**config.mk**
```make
export PLATFORM = sky130hd
export DESIGN_NAME = branch_resolve_unit
export DESIGN_NICKNAME = d
export VERILOG_FILES = /design/src/rtl/branch_resolve_unit.sv
export SDC_FILE = /design/constraint.sdc
export NUM_CORES = 1
export LEC_CHECK = 0
export CAP_MARGIN = 10
export CORE_UTILIZATION = 49
export CTS_CLUSTER_DIAMETER = 200
export DETAILED_ROUTE_END_ITERATION = 12
export PLACE_DENSITY = 0.86
export SLEW_MARGIN = 10
export SYNTH_ARGS = -nofsm -noshare
export SYNTH_HDL_FRONTEND = slang
export SYNTH_SLANG_ARGS = --single-unit
```
**constraint.sdc**
```tcl
create_clock -name clk -period 11.2 [get_ports clk]
set_input_delay 1.68 -clock clk [delete_from_list [all_inputs] [get_ports clk]]
set_output_delay 1.68 -clock clk [all_outputs]
set_load 0.005 [all_outputs]
```
**src/rtl/branch_resolve_unit.sv**
```systemverilog
// branch_resolve_unit: one-stage branch resolver with wrong-path squash and saturating perf counters
module branch_resolve_unit #(
    parameter int XLEN  = 32,
    parameter int CNT_W = 16
) (
    input  logic             clk,
    input  logic             reset,
    input  logic             in_valid,
    input  logic [2:0]       in_funct3,
    input  logic [XLEN-1:0]  in_rs1,
    input  logic [XLEN-1:0]  in_rs2,
    input  logic [XLEN-1:0]  in_pc,
    input  logic [XLEN-1:0]  in_imm,
    input  logic             in_pred_taken,
    input  logic             stall,
    output logic             out_valid,
    output logic             out_taken,
    output logic             out_mispredict,
    output logic             out_illegal,
    output logic [XLEN-1:0]  out_redirect_pc,
    output logic [CNT_W-1:0] branch_count,
    output logic [CNT_W-1:0] mispredict_count
);
    logic             valid_q, taken_q, mispredict_q, illegal_q;
    logic             valid_d, taken_d, mispredict_d, illegal_d;
    logic [XLEN-1:0]  redirect_q, redirect_d;
    logic [CNT_W-1:0] bc_q, bc_d, mc_q, mc_d;
    logic             legal, cond, fire;
    always_comb begin
        legal        = in_funct3[2:1] != 2'b01;
        cond         = (in_funct3[2] ? (in_funct3[1] ? in_rs1 < in_rs2 : $signed(in_rs1) < $signed(in_rs2))
                                     : in_rs1 == in_rs2) ^ in_funct3[0];
        // a mispredict on the output means the incoming instruction is wrong-path
        fire         = in_valid & ~mispredict_q;
        valid_d      = fire;
        illegal_d    = fire & ~legal;
        taken_d      = fire & legal & cond;
        mispredict_d = fire & legal & (cond ^ in_pred_taken);
        redirect_d   = in_pc + (taken_d ? in_imm : XLEN'(4));
        bc_d         = bc_q + CNT_W'(valid_q & ~illegal_q & ~(&bc_q));
        mc_d         = mc_q + CNT_W'(mispredict_q & ~(&mc_q));
    end
    always_ff @(posedge clk) begin
        if (reset) begin
            valid_q      <= 1'b0;
            taken_q      <= 1'b0;
            mispredict_q <= 1'b0;
            illegal_q    <= 1'b0;
            redirect_q   <= '0;
            bc_q         <= '0;
            mc_q         <= '0;
        end else if (!stall) begin
            valid_q      <= valid_d;
            taken_q      <= taken_d;
            mispredict_q <= mispredict_d;
            illegal_q    <= illegal_d;
            redirect_q   <= redirect_d;
            bc_q         <= bc_d;
            mc_q         <= mc_d;
        end
    end
    assign out_valid        = valid_q;
    assign out_taken        = taken_q;
    assign out_mispredict   = mispredict_q;
    assign out_illegal      = illegal_q;
    assign out_redirect_pc  = redirect_q;
    assign branch_count     = bc_q;
    assign mispredict_count = mc_q;
endmodule

```
==> results of run 1 <==
sequential cells by signal, summed over array words and instances (netlist names):
name and count:
out_valid 1, out_redirect_pc 32, out_taken 1, mispredict_count 16, out_mispredict 1, branch_count 16, out_illegal 1
cells in the final DEF (no fill, tap or decap), types with 5 or more instances in the layout:
cell | netlist | final
xor2_1 | 20 | 20
nor3_1 | 9 | 9
nor2_1 | 66 | 66
a21oi_1 | 68 | 67
nand2_1 | 58 | 58
xnor2_1 | 24 | 24
o21ai_0 | 29 | 29
nand3_1 | 24 | 24
a21oi_2 | 4 | 5
or3_1 | 11 | 11
ha_1 | 68 | 68
a21o_1 | 17 | 17
nand3b_1 | 5 | 5
o21bai_1 | 5 | 5
nand4_1 | 17 | 17
mux2i_1 | 10 | 10
and2_1 | 8 | 8
dfxtp_1 | 68 | 68
clkdlybuf4s50_1 | 0 | 201
and3_1 | 37 | 37
inv_1 | 45 | 45
clkbuf_8 | 4 | 9
worst min-delay path, delay by kind of cell (launching register included):
family / cells / cell delay, ns
compound gates: 1 / 0.05
flops: 1 / 0.32
simple gates: 1 / 0.06
area by class of cell:
type / count / area (µm²)
Inverter: 45 / 169
Clock buffer: 9 / 124
Clock inverter: 7 / 51.3
Multi-Input combinational cell: 547 / 3770
Sequential cell: 68 / 1360
Fill cell: 859 / 3150
Timing Repair Buffer: 206 / 2040
Tap cell: 140 / 175
per-stage QoR:
stage / utilization / setup WS (ns)
global placement: 0.693 / 4.13
CTS: 0.709 / 4.15
global route: 0.709 / 3.67
floorplan: - / 5.11
finish: 0.709 / 4.11
detailed placement: 0.693 / 3.79
where the power goes:
| part | internal (mW) | switching [mW] |
|---|---|---|
| sequential | 0.253 | 0.00710 |
| combinational | 0.115 | 0.0963 |
| clock | 0.0813 | 0.109 |
| total | 0.449 | 0.212 |
worst max-delay path by stage:
| stage | to | slack (ns) |
|---|---|---|
| global placement | out_redirect_pc[22] | 4.13 |
| finish | out_redirect_pc[22] | 4.11 |
| detailed placement | out_redirect_pc[22] | 3.79 |
| global route | out_redirect_pc[22] | 3.67 |
| CTS | out_redirect_pc[22] | 4.15 |
| floorplan | out_redirect_pc[22] | 5.11 |
logic make-up (layout without fill, tap and decap cells):
| kind of cell | Yosys count | after routing | share of synthesized area |
|---|---|---|---|
| XOR/XNOR | 44 | 44 | 0.0708 |
| flip-flops | 68 | 68 | 0.250 |
| buffers and inverters | 70 | 267 | 0.0591 |
| AND/OR/NAND/NOR | 258 | 258 | 0.237 |
| multiplexers | 10 | 10 | 0.0184 |
| AO/OA/AOI/OAI | 166 | 166 | 0.205 |
| adder cells (fa/ha/maj) | 69 | 69 | 0.160 |
per-layer routing:
metal	track usage	vias to the layer above	share of wire
met2	0.492	218	0.50
met3	0.0738	37	0.070
met5	0	-	0
met1	0.298	2603	0.41
li1	-	2815	-
met4	0.0939	0	0.022
==> metrics.txt, run 1 <==
TritonCTS clock tree=done; Total Wirelength=around 15000 µm; Post-synth EDFFs=0; cell leakage power=~3.4 nW; CP top delay family=simple AND/OR/NAND/NOR gates; share of the synthesized area in the top cell type=0.250; ant diodes=0; Synth cell types=between 60 and 70; CP Launch Type=input pin; final period utilization=0.633; cell count along the critical path=21; flop-to-flop setup slack=7.31 ns; RSZ-0062 raised after global routing=false; largest net degree at the start of global routing=70; Cell Rows=38; layout cells sized above 1=0.0488; final setup vio count=0; Hold Slack=about 0.46 ns; Gate Count Post-Synth=685; fin area=about 7700 µm²; RePlAce Congestion=between 0.9 and 1; final-stage net count=1082; first-pass GRT wire length=24900 µm; setup TNS=0 ns; Total Routing Usage GR=0.270; Crit path arrival time=between 7 and 8 ns; total grt overflow=0; worst hold path stage count=2; WHS Endpoint=out_redirect_pc[23]; Die H=107 µm; placed insts=1006; Max-Cap Viols=0; Die Wd=107 µm; Synth Warn #=0; vias in the first global route=5622; cts repair resizes=0; fin crit period=7.09 ns; relative slew slack=0.370; Buffers on Ports=203; Mapped Nets=approximately 900; DIE AREA=11500 µm²; Commonest cells post-synth=68 x a21oi_1, 68 x dfxtp_1, 68 x ha_1, 66 x nor2_1, 58 x nand2_1; Synth area leaders=dfxtp_1 25%, ha_1 16%, a21oi_1 6.3%; final non-filler cell total=between 1000 and 1500; Worst R2R Start=out_mispredict; beginning of the worst hold path=out_redirect_pc[23]; Max Root-Sink Buffers=2; CP Max Fanout=32; hold_buf cts=0; ys async rst share=0; P&R area growth vs syn=41.2%; first drt pass iteration count=5; Peak Freq=141 MHz; number of buffers created by CTS=9; DP Wirelength=11700 µm; Crit Path Category=input pin to flop; Power Total=roughly 0.66 mW; Syn Area/Cell=7.95 µm²; Core Box Area=10800 µm²; CP peak stage delay=0.79 ns; Mapped Area=5450 µm²; worst setup path start=in_rs2[15]; htree depth=3; starting DRC count in detailed routing=between 300 and 400; Buf/Inv on CP=2; initial antenna violation count=0; FF-to-FF End=out_redirect_pc[22]; sequential-to-total area share from yosys stat=0.250; worst-path cell chain=clkdlybuf4s50_1 > inv_1 > ha_1 > nand3_1 > or4_1 > a21oi_1 > o31ai_1 > mux2i_1 > or3_1 > and3_1 > ha_1 > fa_1 > a21o_1 > a21oi_1 > nor3_1 > nand3b_1 > o21a_1 > o21ai_0 > o21ai_0 > xnor2_1 > a211oi_1; R2R cell count=15; final hold vios=0; # DRC=0; vias per cell=5.55; FF+latch count, synth=68; post-CTS setup buffers=0; num ports=slightly above 200; Critical-path top delay cell=or3_1; Worst Hold Class=flop to flop; Slew @ Worst Pin=0.943 ns; PD cells=86.0 nW/µm²; Skew-Pair Late Insertion Delay=approximately 0.37 ns; DR WL/cell=15.1 µm; CTS sink cnt=68; clk slew on worst S/H paths=0.08 ns; Synth Flop Type=dfxtp_1; dominant cell type by area after synthesis=dfxtp_1; status=complete, no violations; CP required=11.48 ns; Critical Path Sink Type=flop; Starting Density=0.502; antenna viol nets, final=0; dpl cell area=7520 µm²; fin. max-slew vios=0; clk_skew=0.0135 ns; DR vias=~5700; maximum VDD drop=0.0779 mV; clock root cell=clkbuf_8
Power figures use the tool's default switching activity.
==> run 2: changes to the inputs <==
CORE_UTILIZATION = 46   (was 49)
PLACE_DENSITY = 0.81   (was 0.86)
clock period = 7.15 ns   (was 11.2 ns; I/O delays follow)
==> metrics.txt, run 2 (synthesized netlist as in run 1, its figures left out) <==
CP Launch Type=input pin; Max-Cap Viols=0 (unchanged); Cell Rows=39 (+2.6%); RePlAce Congestion=0.891 (-2.0%); Total Wirelength=15500 µm (+0.58%); antenna viol nets, final=0 (unchanged); clk slew on worst S/H paths=0.06 ns (-0.02 ns); Total Routing Usage GR=0.251 (-0.0182); Die Wd=111 µm (+3.2%); Peak Freq=162 MHz; Worst R2R Start=out_mispredict; WHS Endpoint=out_redirect_pc[19]; DP Wirelength=12100 µm (+3.2%); final setup vio count=0 (unchanged); first-pass GRT wire length=25500 µm (+2.4%); TritonCTS clock tree=done; fin. max-slew vios=0 (unchanged); setup TNS=0 ns (unchanged); first drt pass iteration count=5 (unchanged); clk_skew=0.00565 ns (-0.00783 ns); Crit Path Category=input pin to flop; largest net degree at the start of global routing=70 (unchanged); hold_buf cts=0 (unchanged); # DRC=0 (unchanged); vias per cell=5.54 (-0.23%); total grt overflow=0 (unchanged); commonest cells after routing, fill and taps aside=201 x clkdlybuf4s50_1, 68 x ha_1, 68 x dfxtp_1; maximum VDD drop=0.197 mV (+150%); flop-to-flop setup slack=3.33 ns (-3.98 ns); DR WL/cell=15.1 µm (+0.19%); worst-path cell chain=clkdlybuf4s50_1 > inv_1 > ha_1 > nand3_1 > or4_1 > a21oi_1 > o31ai_1 > mux2i_1 > or3_1 > buf_4 > and3_1 > ha_1 > fa_1 > a21o_1 > a21oi_1 > nor3_1 > nand3b_1 > o21a_1 > o21ai_0 > o21ai_0 > xnor2_1 > a211oi_1; num ports=204 (unchanged); max reg flops=32 (unchanged); DR vias=5682 (+0.16%); initial antenna violation count=0 (unchanged); Die H=111 µm (+3.2%); CP Max Fanout=32 (unchanged); ant diodes=0 (unchanged); status=complete, no violations; final-stage net count=1083 (+0.092%); relative slew slack=0.378 (+0.00751); cts repair resizes=0 (unchanged); Slew @ Worst Pin=0.932 ns (-0.0112 ns); CP required=7.40 ns (-4.08 ns); CP peak stage delay=0.55 ns (-0.24 ns); final period utilization=0.862; P&R area growth vs syn=43.8%; post-CTS setup buffers=0 (unchanged); FF-to-FF End=out_redirect_pc[22]; clock root cell=clkbuf_16; Crit path arrival time=6.41 ns (-0.96 ns); beginning of the worst hold path=out_redirect_pc[19]; Max Root-Sink Buffers=2 (unchanged); Worst Hold Class=flop to flop; htree depth=3 (unchanged); Starting Density=0.475 (-0.0275); layout cells sized above 1=0.0498 (+0.00108); PD cells=151 nW/µm² (+76%); worst hold path stage count=2 (unchanged); Buffers on Ports=203 (unchanged); cell leakage power=3.42 nW (+1.7%); vias in the first global route=5697 (+1.3%); starting DRC count in detailed routing=196 (-46%); Skew-Pair Late Insertion Delay=0.34 ns (-0.03 ns); R2R cell count=15 (unchanged); RSZ-0062 raised after global routing=false; Critical-path top delay cell=or4_1; fin crit period=6.17 ns; Hold Slack=0.464 ns (+0.000818 ns); Core Box Area=11500 µm² (+5.8%); number of buffers created by CTS=9 (unchanged); most common cell after layout, fill and taps aside=clkdlybuf4s50_1; CTS sink cnt=68 (unchanged); DIE AREA=12300 µm² (+6.4%); Critical Path Sink Type=flop; final hold vios=0 (unchanged)
## run 2: cell types whose count changed in the layout (fill, tap and decap cells not counted), sizes merged
cell / previous run / this run
clkinvlp: 2 / 3
clkinv: 3 / 2
inv: 47 / 46
buf: 5 / 6
bufinv: 0 / 1
## run 2: area by class of cell
cell class | instances | area [µm²]
clock buffer | 9 | 225
multi-input combinational | 547 | 3770
clock inverter | 7 | 75.1
inverter | 45 | 169
sequential | 68 | 1360
tap | 143 | 179
fill | 961 | 3640
timing repair buffer | 207 | 2050
## run 2: stage by stage
stage | power [mW] | area [µm²] | worst slack, ns | utilization | instances
floorplan | 0.593 | 5450 | 1.66 | - | 685
global placement | 0.735 | 7530 | 0.920 | 0.656 | 1010
detailed placement | 0.744 | 7530 | 0.727 | 0.656 | 1010
CTS | 1.19 | 7830 | 1.02 | 0.683 | 1026
global route | 1.25 | 7830 | 0.568 | 0.683 | 1026
finish | 1.18 | 7830 | 0.984 | 0.683 | 1026
## run 2: worst max path at each step
stage / startpoint / to / slack (ns) / cells past startpoint
floorplan: in_rs2[15] / out_redirect_pc[22] / 1.66 / 21
CTS: in_rs2[15] / out_redirect_pc[22] / 1.02 / 22
global placement: in_rs2[14] / out_redirect_pc[22] / 0.92 / 22
detailed placement: in_rs2[15] / out_redirect_pc[22] / 0.73 / 22
finish: in_rs2[15] / out_redirect_pc[22] / 0.98 / 22
global route: in_rs2[14] / out_redirect_pc[22] / 0.57 / 22
## run 2: report_power, final
group          internal (mW)  switching (mW)  total (mW)
clock                  0.271           0.175       0.445
sequential             0.397          0.0116       0.408
combinational          0.180           0.149       0.329
total                  0.848           0.336        1.18
## run 2: critical path: cells and delay by family
kind / cells / cell delay, ns
AO/OA/AOI/OAI: 8 / 1.80
XOR/XNOR: 1 / 0.15
adder cells (fa/ha/maj): 3 / 0.89
buffers and inverters: 3 / 0.73
multiplexers: 1 / 0.17
AND/OR/NAND/NOR: 6 / 1.59
## run 2: metal layers
metal	global-route usage	vias to the layer above	share of wire
li1	-	2829	-
met1	0.284	2611	0.42
met2	0.465	202	0.50
met3	0.0448	40	0.047
met4	0.0960	0	0.030
met5	0	-	0
